**src/rtl/if_id_skid_buffer_pkg.sv**
```systemverilog
`default_nettype none
// ============================================================================
// Module      : if_id_skid_buffer_pkg
// Description : Shared IF/ID pipeline types and constants.
// Revision    : 1.0 - initial release
// ============================================================================
package if_id_skid_buffer_pkg;

    localparam int          XLEN      = 32;
    localparam logic [31:0] NOP_INSTR = 32'h0000_0013;

    typedef struct packed {
        logic            valid;
        logic [31:0]     instr;
        logic [XLEN-1:0] pc;
        logic [XLEN-1:0] pc_plus4;
    } entry_t;

    // Occupancy decoded from {skid_valid, main_valid}
    typedef enum logic [1:0] {
        ST_EMPTY = 2'd0,
        ST_ONE   = 2'd1,
        ST_BAD   = 2'd2,
        ST_FULL  = 2'd3
    } state_t;

endpackage
`default_nettype wire

```
**src/rtl/if_id_entry_reg.sv**
```systemverilog
`default_nettype none
// ============================================================================
// Module      : if_id_entry_reg
// Description : One IF/ID entry register with clear and load (reset > clr > load).
// Revision    : 1.0 - initial release
// ============================================================================
module if_id_entry_reg #(
    parameter int          XLEN      = if_id_skid_buffer_pkg::XLEN,
    parameter logic [31:0] NOP_INSTR = if_id_skid_buffer_pkg::NOP_INSTR
) (
    input  logic            clk,
    input  logic            rst_n,
    input  logic            clr,
    input  logic            load,
    input  logic [31:0]     d_instr,
    input  logic [XLEN-1:0] d_pc,
    input  logic [XLEN-1:0] d_pc_plus4,
    output logic            q_valid,
    output logic [31:0]     q_instr,
    output logic [XLEN-1:0] q_pc,
    output logic [XLEN-1:0] q_pc_plus4
);

    always_ff @(posedge clk) begin
        if (!rst_n) begin
            q_valid    <= 1'b0;
            q_instr    <= NOP_INSTR;
            q_pc       <= '0;
            q_pc_plus4 <= '0;
        end else if (clr) begin
            q_valid    <= 1'b0;
        end else if (load) begin
            q_valid    <= 1'b1;
            q_instr    <= d_instr;
            q_pc       <= d_pc;
            q_pc_plus4 <= d_pc_plus4;
        end
    end

endmodule
`default_nettype wire

```
**src/rtl/if_id_skid_buffer.sv**
```systemverilog
`default_nettype none
// ============================================================================
// Module      : if_id_skid_buffer
// Description : IF/ID boundary, 2-entry skid buffer with registered in_ready.
//               Optional IFID_STALL_COUNT_EN adds the stall_cycles counter.
// Revision    : 1.0 - initial release
// ============================================================================
module if_id_skid_buffer #(
    parameter int          XLEN      = if_id_skid_buffer_pkg::XLEN,
    parameter logic [31:0] NOP_INSTR = if_id_skid_buffer_pkg::NOP_INSTR
) (
    input  logic            clk,
    input  logic            rst_n,
    input  logic            flush,
    input  logic            in_valid,
    output logic            in_ready,
    input  logic [31:0]     in_instr,
    input  logic [XLEN-1:0] in_pc,
    input  logic [XLEN-1:0] in_pc_plus4,
    output logic            out_valid,
    input  logic            out_ready,
    output logic [31:0]     out_instr,
    output logic [XLEN-1:0] out_pc,
`ifdef IFID_STALL_COUNT_EN
    output logic [31:0]     stall_cycles,
`endif
    output logic [XLEN-1:0] out_pc_plus4
);

    import if_id_skid_buffer_pkg::*;

    logic            main_valid, skid_valid;
    logic [31:0]     main_instr, skid_instr;
    logic [XLEN-1:0] main_pc, skid_pc, main_pc_plus4, skid_pc_plus4;

    logic            ready_q;
    logic            accept, drain;
    logic            main_clr, main_load, skid_to_main;
    logic            skid_clr, skid_load, skid_valid_nxt;
    logic [31:0]     main_d_instr;
    logic [XLEN-1:0] main_d_pc, main_d_pc_plus4;
    state_t          state;

    assign in_ready = ready_q & rst_n;
    assign accept   = in_valid & in_ready;
    assign drain    = main_valid & out_ready;

    always_comb begin
        state = ST_EMPTY;
        case ({skid_valid, main_valid})
            2'b01:   state = ST_ONE;
            2'b11:   state = ST_FULL;
            2'b10:   state = ST_BAD;
            default: state = ST_EMPTY;
        endcase
    end

    always_comb begin
        main_clr       = 1'b0;
        main_load      = 1'b0;
        skid_to_main   = 1'b0;
        skid_clr       = 1'b0;
        skid_load      = 1'b0;
        skid_valid_nxt = skid_valid;
        if (flush) begin
            main_clr       = 1'b1;
            skid_clr       = 1'b1;
            skid_valid_nxt = 1'b0;
        end else begin
            case (state)
                ST_EMPTY: main_load = accept;
                ST_ONE: begin
                    if (accept && drain) begin
                        main_load = 1'b1;
                    end else if (accept) begin
                        skid_load      = 1'b1;
                        skid_valid_nxt = 1'b1;
                    end else if (drain) begin
                        main_clr = 1'b1;
                    end
                end
                ST_FULL: begin
                    if (drain) begin
                        main_load      = 1'b1;
                        skid_to_main   = 1'b1;
                        skid_clr       = 1'b1;
                        skid_valid_nxt = 1'b0;
                    end
                end
                default: begin
                    main_clr       = 1'b1;
                    skid_clr       = 1'b1;
                    skid_valid_nxt = 1'b0;
                end
            endcase
        end
    end

    assign main_d_instr    = skid_to_main ? skid_instr    : in_instr;
    assign main_d_pc       = skid_to_main ? skid_pc       : in_pc;
    assign main_d_pc_plus4 = skid_to_main ? skid_pc_plus4 : in_pc_plus4;

    if_id_entry_reg #(.XLEN(XLEN), .NOP_INSTR(NOP_INSTR)) u_main (
        .clk        (clk),
        .rst_n      (rst_n),
        .clr        (main_clr),
        .load       (main_load),
        .d_instr    (main_d_instr),
        .d_pc       (main_d_pc),
        .d_pc_plus4 (main_d_pc_plus4),
        .q_valid    (main_valid),
        .q_instr    (main_instr),
        .q_pc       (main_pc),
        .q_pc_plus4 (main_pc_plus4)
    );

    if_id_entry_reg #(.XLEN(XLEN), .NOP_INSTR(NOP_INSTR)) u_skid (
        .clk        (clk),
        .rst_n      (rst_n),
        .clr        (skid_clr),
        .load       (skid_load),
        .d_instr    (in_instr),
        .d_pc       (in_pc),
        .d_pc_plus4 (in_pc_plus4),
        .q_valid    (skid_valid),
        .q_instr    (skid_instr),
        .q_pc       (skid_pc),
        .q_pc_plus4 (skid_pc_plus4)
    );

    // in_ready tracks next-cycle skid occupancy so it never depends on out_ready combinationally
    always_ff @(posedge clk) begin
        if (!rst_n) begin
            ready_q <= 1'b1;
        end else begin
            ready_q <= ~skid_valid_nxt;
        end
    end

    assign out_valid    = main_valid;
    assign out_instr    = main_valid ? main_instr    : NOP_INSTR;
    assign out_pc       = main_valid ? main_pc       : '0;
    assign out_pc_plus4 = main_valid ? main_pc_plus4 : '0;

`ifdef IFID_STALL_COUNT_EN
    logic [31:0] stall_q;

    always_ff @(posedge clk) begin
        if (!rst_n) begin
            stall_q <= '0;
        end else if (main_valid && !out_ready) begin
            stall_q <= stall_q + 32'd1;
        end
    end

    assign stall_cycles = stall_q;
`endif

endmodule
`default_nettype wire

```
**config.mk**
```make
export PLATFORM = sky130hd
export DESIGN_NAME = if_id_skid_buffer
export DESIGN_NICKNAME = d
export VERILOG_FILES = /design/src/rtl/if_id_skid_buffer_pkg.sv /design/src/rtl/if_id_entry_reg.sv /design/src/rtl/if_id_skid_buffer.sv
export SDC_FILE = /design/constraint.sdc
export NUM_CORES = 1
export LEC_CHECK = 0
export CORE_MARGIN = 2
export CORE_UTILIZATION = 30
export CTS_CLUSTER_DIAMETER = 120
export DETAILED_ROUTE_END_ITERATION = 16
export GPL_TIMING_DRIVEN = 0
export HOLD_SLACK_MARGIN = 0.05
export PLACE_DENSITY = 0.63
export SETUP_SLACK_MARGIN = 0.5
export SLEW_MARGIN = 10
export SYNTH_ARGS = -nofsm -noshare
export SYNTH_HDL_FRONTEND = slang
export SYNTH_HIERARCHICAL = 1
export SYNTH_SLANG_ARGS = --single-unit
```
**constraint.sdc**
```tcl
create_clock -name clk -period 2.51 [get_ports clk]
set_input_delay 0.251 -clock clk [delete_from_list [all_inputs] [get_ports clk]]
set_output_delay 0.251 -clock clk [all_outputs]
set_load 0.02 [all_outputs]
```
==> flow_summary.json <==
{
  "cts_inserted_buffers": 17,
  "dp_slack_ns": -0.141,
  "drt_wl_total_um": 31000,
  "final_nets": 1462,
  "internal-power_w": 0.00488,
  "fin_util": 0.431,
  "worstPathArrival_ns": 2.50,
  "gp_congestion": 0.756,
  "slowest_delay_ns": 0.39,
  "p_clk_frac": 0.414,
  "dr.pass1.iters": 6,
  "finalPower_w": 0.00662,
  "holdBufCountCts": 0,
  "avgSynthCellArea_sq_um": 9.23,
  "fin_crit_sh": 0.849,
  "crit_chain": "buf_8 -> clkbuf_16 -> inv_8 -> ha_4 -> nor2_4 -> a21boi_4 -> nor2b_4 -> buf_6 -> buf_12 -> buf_12 -> buf_16 -> mux2i_1",
  "clkSinkCount": 195,
  "critPathMaxFanout": 8,
  "synth_cells": 1082,
  "root_buffer": "clkbuf_16",
  "slew_violations": 0,
  "setup_slack_ns": 0.379,
  "grt_max_degree": 19,
  "viasPerCell": 4.53,
  "nFillCells": 3227,
  "ys_seq_area_frac": 0.391,
  "critPathKind": "flop to flop",
  "ys_top_cells_by_area": "dfxtp_1 (39%), mux2i_1 (19%), nand2_1 (14%)",
  "post-synth-top-count-cell": "nand2_1",
  "seqPwrFrac": 0.475,
  "path_clk_slew_ns": 0.09,
  "endpoint_kind": "flop",
  "p_per_area_mw_per_mm2": 470,
  "setup_viol": 0,
  "ys_ff_latch": 195,
  "insertion_delay_ns": 0.45,
  "fp.dieW_um": 187,
  "leakagePower_nw": 5.71,
  "die_y_um": 187,
  "required_ns": 2.88,
  "ioPinCount": 199,
  "multi_input_area_sq_mm": 0.00556,
  "critical_path.most_common_cell": "buf_12",
  "syn_area_sq_mm": 0.00999,
  "fin_crit_ns": 2.13,
  "initial_core_util": 0.306,
  "synth_top_cell_by_area": "dfxtp_1",
  "synth-edff-count": 0,
  "rows": 66,
  "grt_pass1_vias": 8284,
  "p_comb_frac": 0.111,
  "synth_common_cells": "nand2_1 (375), dfxtp_1 (195), mux2i_1 (186)",
  "ctsLongestPathBuffers": 2,
  "register_area_sq_mm": 0.00391,
  "drc": 0,
  "dp_hpwl_um": 20700,
  "status": "finished, final reports clean",
  "vdd_drop_max_mv": 0.454,
  "cts_tree": "yes",
  "yosys.area.top_type_share": 0.391,
  "skew_ns": 0.0186,
  "ys_async_sr_fraction": 0,
  "worst_slew_pin_slew_ns": 0.594,
  "route.vias.total": 8202,
  "portBuffers": 198,
  "wire_per_inst_um": 17.1,
  "synth_fp_nets": 1188,
  "ys_warn_count": 6,
  "antenna_found_initial": 1,
  "max_slew_margin": 0.604,
  "drive_above_1_share": 0.259,
  "overflow": 0,
  "dp.cells": 1722,
  "h-tree-depth": 4,
  "hp-class": "input port to flop",
  "switching_power_w": 0.00174,
  "track_usage": 0.173,
  "drv_cap": 0,
  "fmax_mhz": 469,
  "grt_pass1_wl_um": 47100,
  "area_growth_pct": 41.0,
  "rsz0062_at_grt": "yes",
  "finalHoldViolCount": 0,
  "sw_frac_of_total": 0.263,
  "core_area_sq_mm": 0.0327,
  "synth_flop_cell": "dfxtp_1",
  "crit_slowest_cell": "dfxtp_4",
  "synth_cell_types": 29,
  "ant_nets": 0,
  "start_kind": "flop",
  "finalNonFillerCells": 1812,
  "dieArea_sq_mm": 0.0348,
  "drt-initial-drc-count": 319
}
[per-stage QoR]
stage                     instance area, sq um  hold WS (ns)  TNS [ns]
after CTS                                14000         0.366         0
after detailed placement                 12600         0.442     -1.69
after global routing                     14100         0.370         0
after floorplan                          10000         0.393         0
after global placement                   12600         0.437     -1.35
final                                    14100         0.379         0
[routing by layer]
layer	global-route usage	routed length [um]	vias to the layer above
met5	0	0	-
met4	0.0629	652	0
met3	0.0331	1190	34
met2	0.290	14600	183
met1	0.221	14500	3905
li1	-	-	4080
[area by class of cell]
class,count,area share
inverters,9,0.00293
repair buffers,255,0.187
flip-flops and latches,195,0.277
well taps,442,0.0393
multi-input cells,792,0.394
clock buffers,19,0.0321
plain buffers,86,0.0590
clock inverters,13,0.00790
diodes,1,0.000178
[worst max-delay path: cells and delay by family, from the launching register on]
family	cells	cell delay, ns
AOI/OAI and AO/OA	1	0.22
muxes	1	0.17
and+or+nand+nor	2	0.29
adders and majority gates	1	0.15
buffers and inverters	7	0.82
DFF	1	0.39
[logic make-up after synthesis]
family          synth area share
buf+inv                   0.0690
compound gates           0.00839
flops                      0.391
fa+ha+maj                0.00626
simple gates               0.216
mux                        0.310
[state kept, by name, summed over array words and instances (netlist names), 32 cells and up]
| signal | count |
|---|---|
| u_main/q_instr | 32 |
| u_main/q_pc | 32 |
| u_main/q_pc_plus4 | 32 |
| u_skid/q_instr | 32 |
| u_skid/q_pc | 32 |
| u_skid/q_pc_plus4 | 32 |
[power groups by stage]
stage               Clock, W  Combinational [W]  Sequential, W
floorplan                  0           0.000335        0.00321
global placement           0           0.000627        0.00322
detailed placement         0           0.000632        0.00322
CTS                  0.00282           0.000722        0.00314
global route         0.00294           0.000792        0.00315
finish               0.00274           0.000736        0.00315
[path summary, 6_finish.rpt]
check        depth (start not counted)                     to           start  slack (ns)
min reg2reg                          2         u_main/q_pc[5]  u_main/q_pc[5]        0.45
min                                  3     u_skid/q_instr[31]    in_instr[31]        0.38
max reg2reg                         12  u_main/q_pc_plus4[21]  u_main/q_valid        0.38
max                                 12  u_main/q_pc_plus4[21]  u_main/q_valid        0.38
[timing repair]
item / CTS / global route
setup endpoints to repair: 287 / 229
pin swaps: 3 / 6
resized for setup: 265 / 124
cloned: 12 / 8
buffers inserted: 26 / 11
[layout by cell type, fill, tap and decap left out, types with 3 or more instances in the layout]
cell / netlist / routed
nand2b_1: 3 / 3
buf_8: 3 / 3
and2_1: 94 / 93
clkbuf_4: 0 / 5
nand3b_1: 6 / 6
dlygate4sd2_1: 0 / 22
ha_4: 0 / 4
clkdlybuf4s50_1: 0 / 102
mux2_2: 56 / 56
inv_1: 9 / 7
dfxtp_1: 195 / 193
nand2_1: 375 / 370
clkbuf_8: 0 / 3
mux2i_1: 186 / 184
buf_4: 10 / 26
nor2_1: 5 / 3
buf_16: 0 / 12
clkbuf_1: 28 / 18
o211ai_1: 6 / 6
clkinv_4: 0 / 3
clkbuf_16: 0 / 27
buf_2: 29 / 64
nand2_2: 0 / 4
mux2_4: 40 / 40
clkdlybuf4s15_2: 0 / 6
buf_12: 12 / 33
buf_6: 4 / 8
clkbuf_2: 0 / 28
inv_6: 0 / 7
Power figures use the tool's default switching activity.
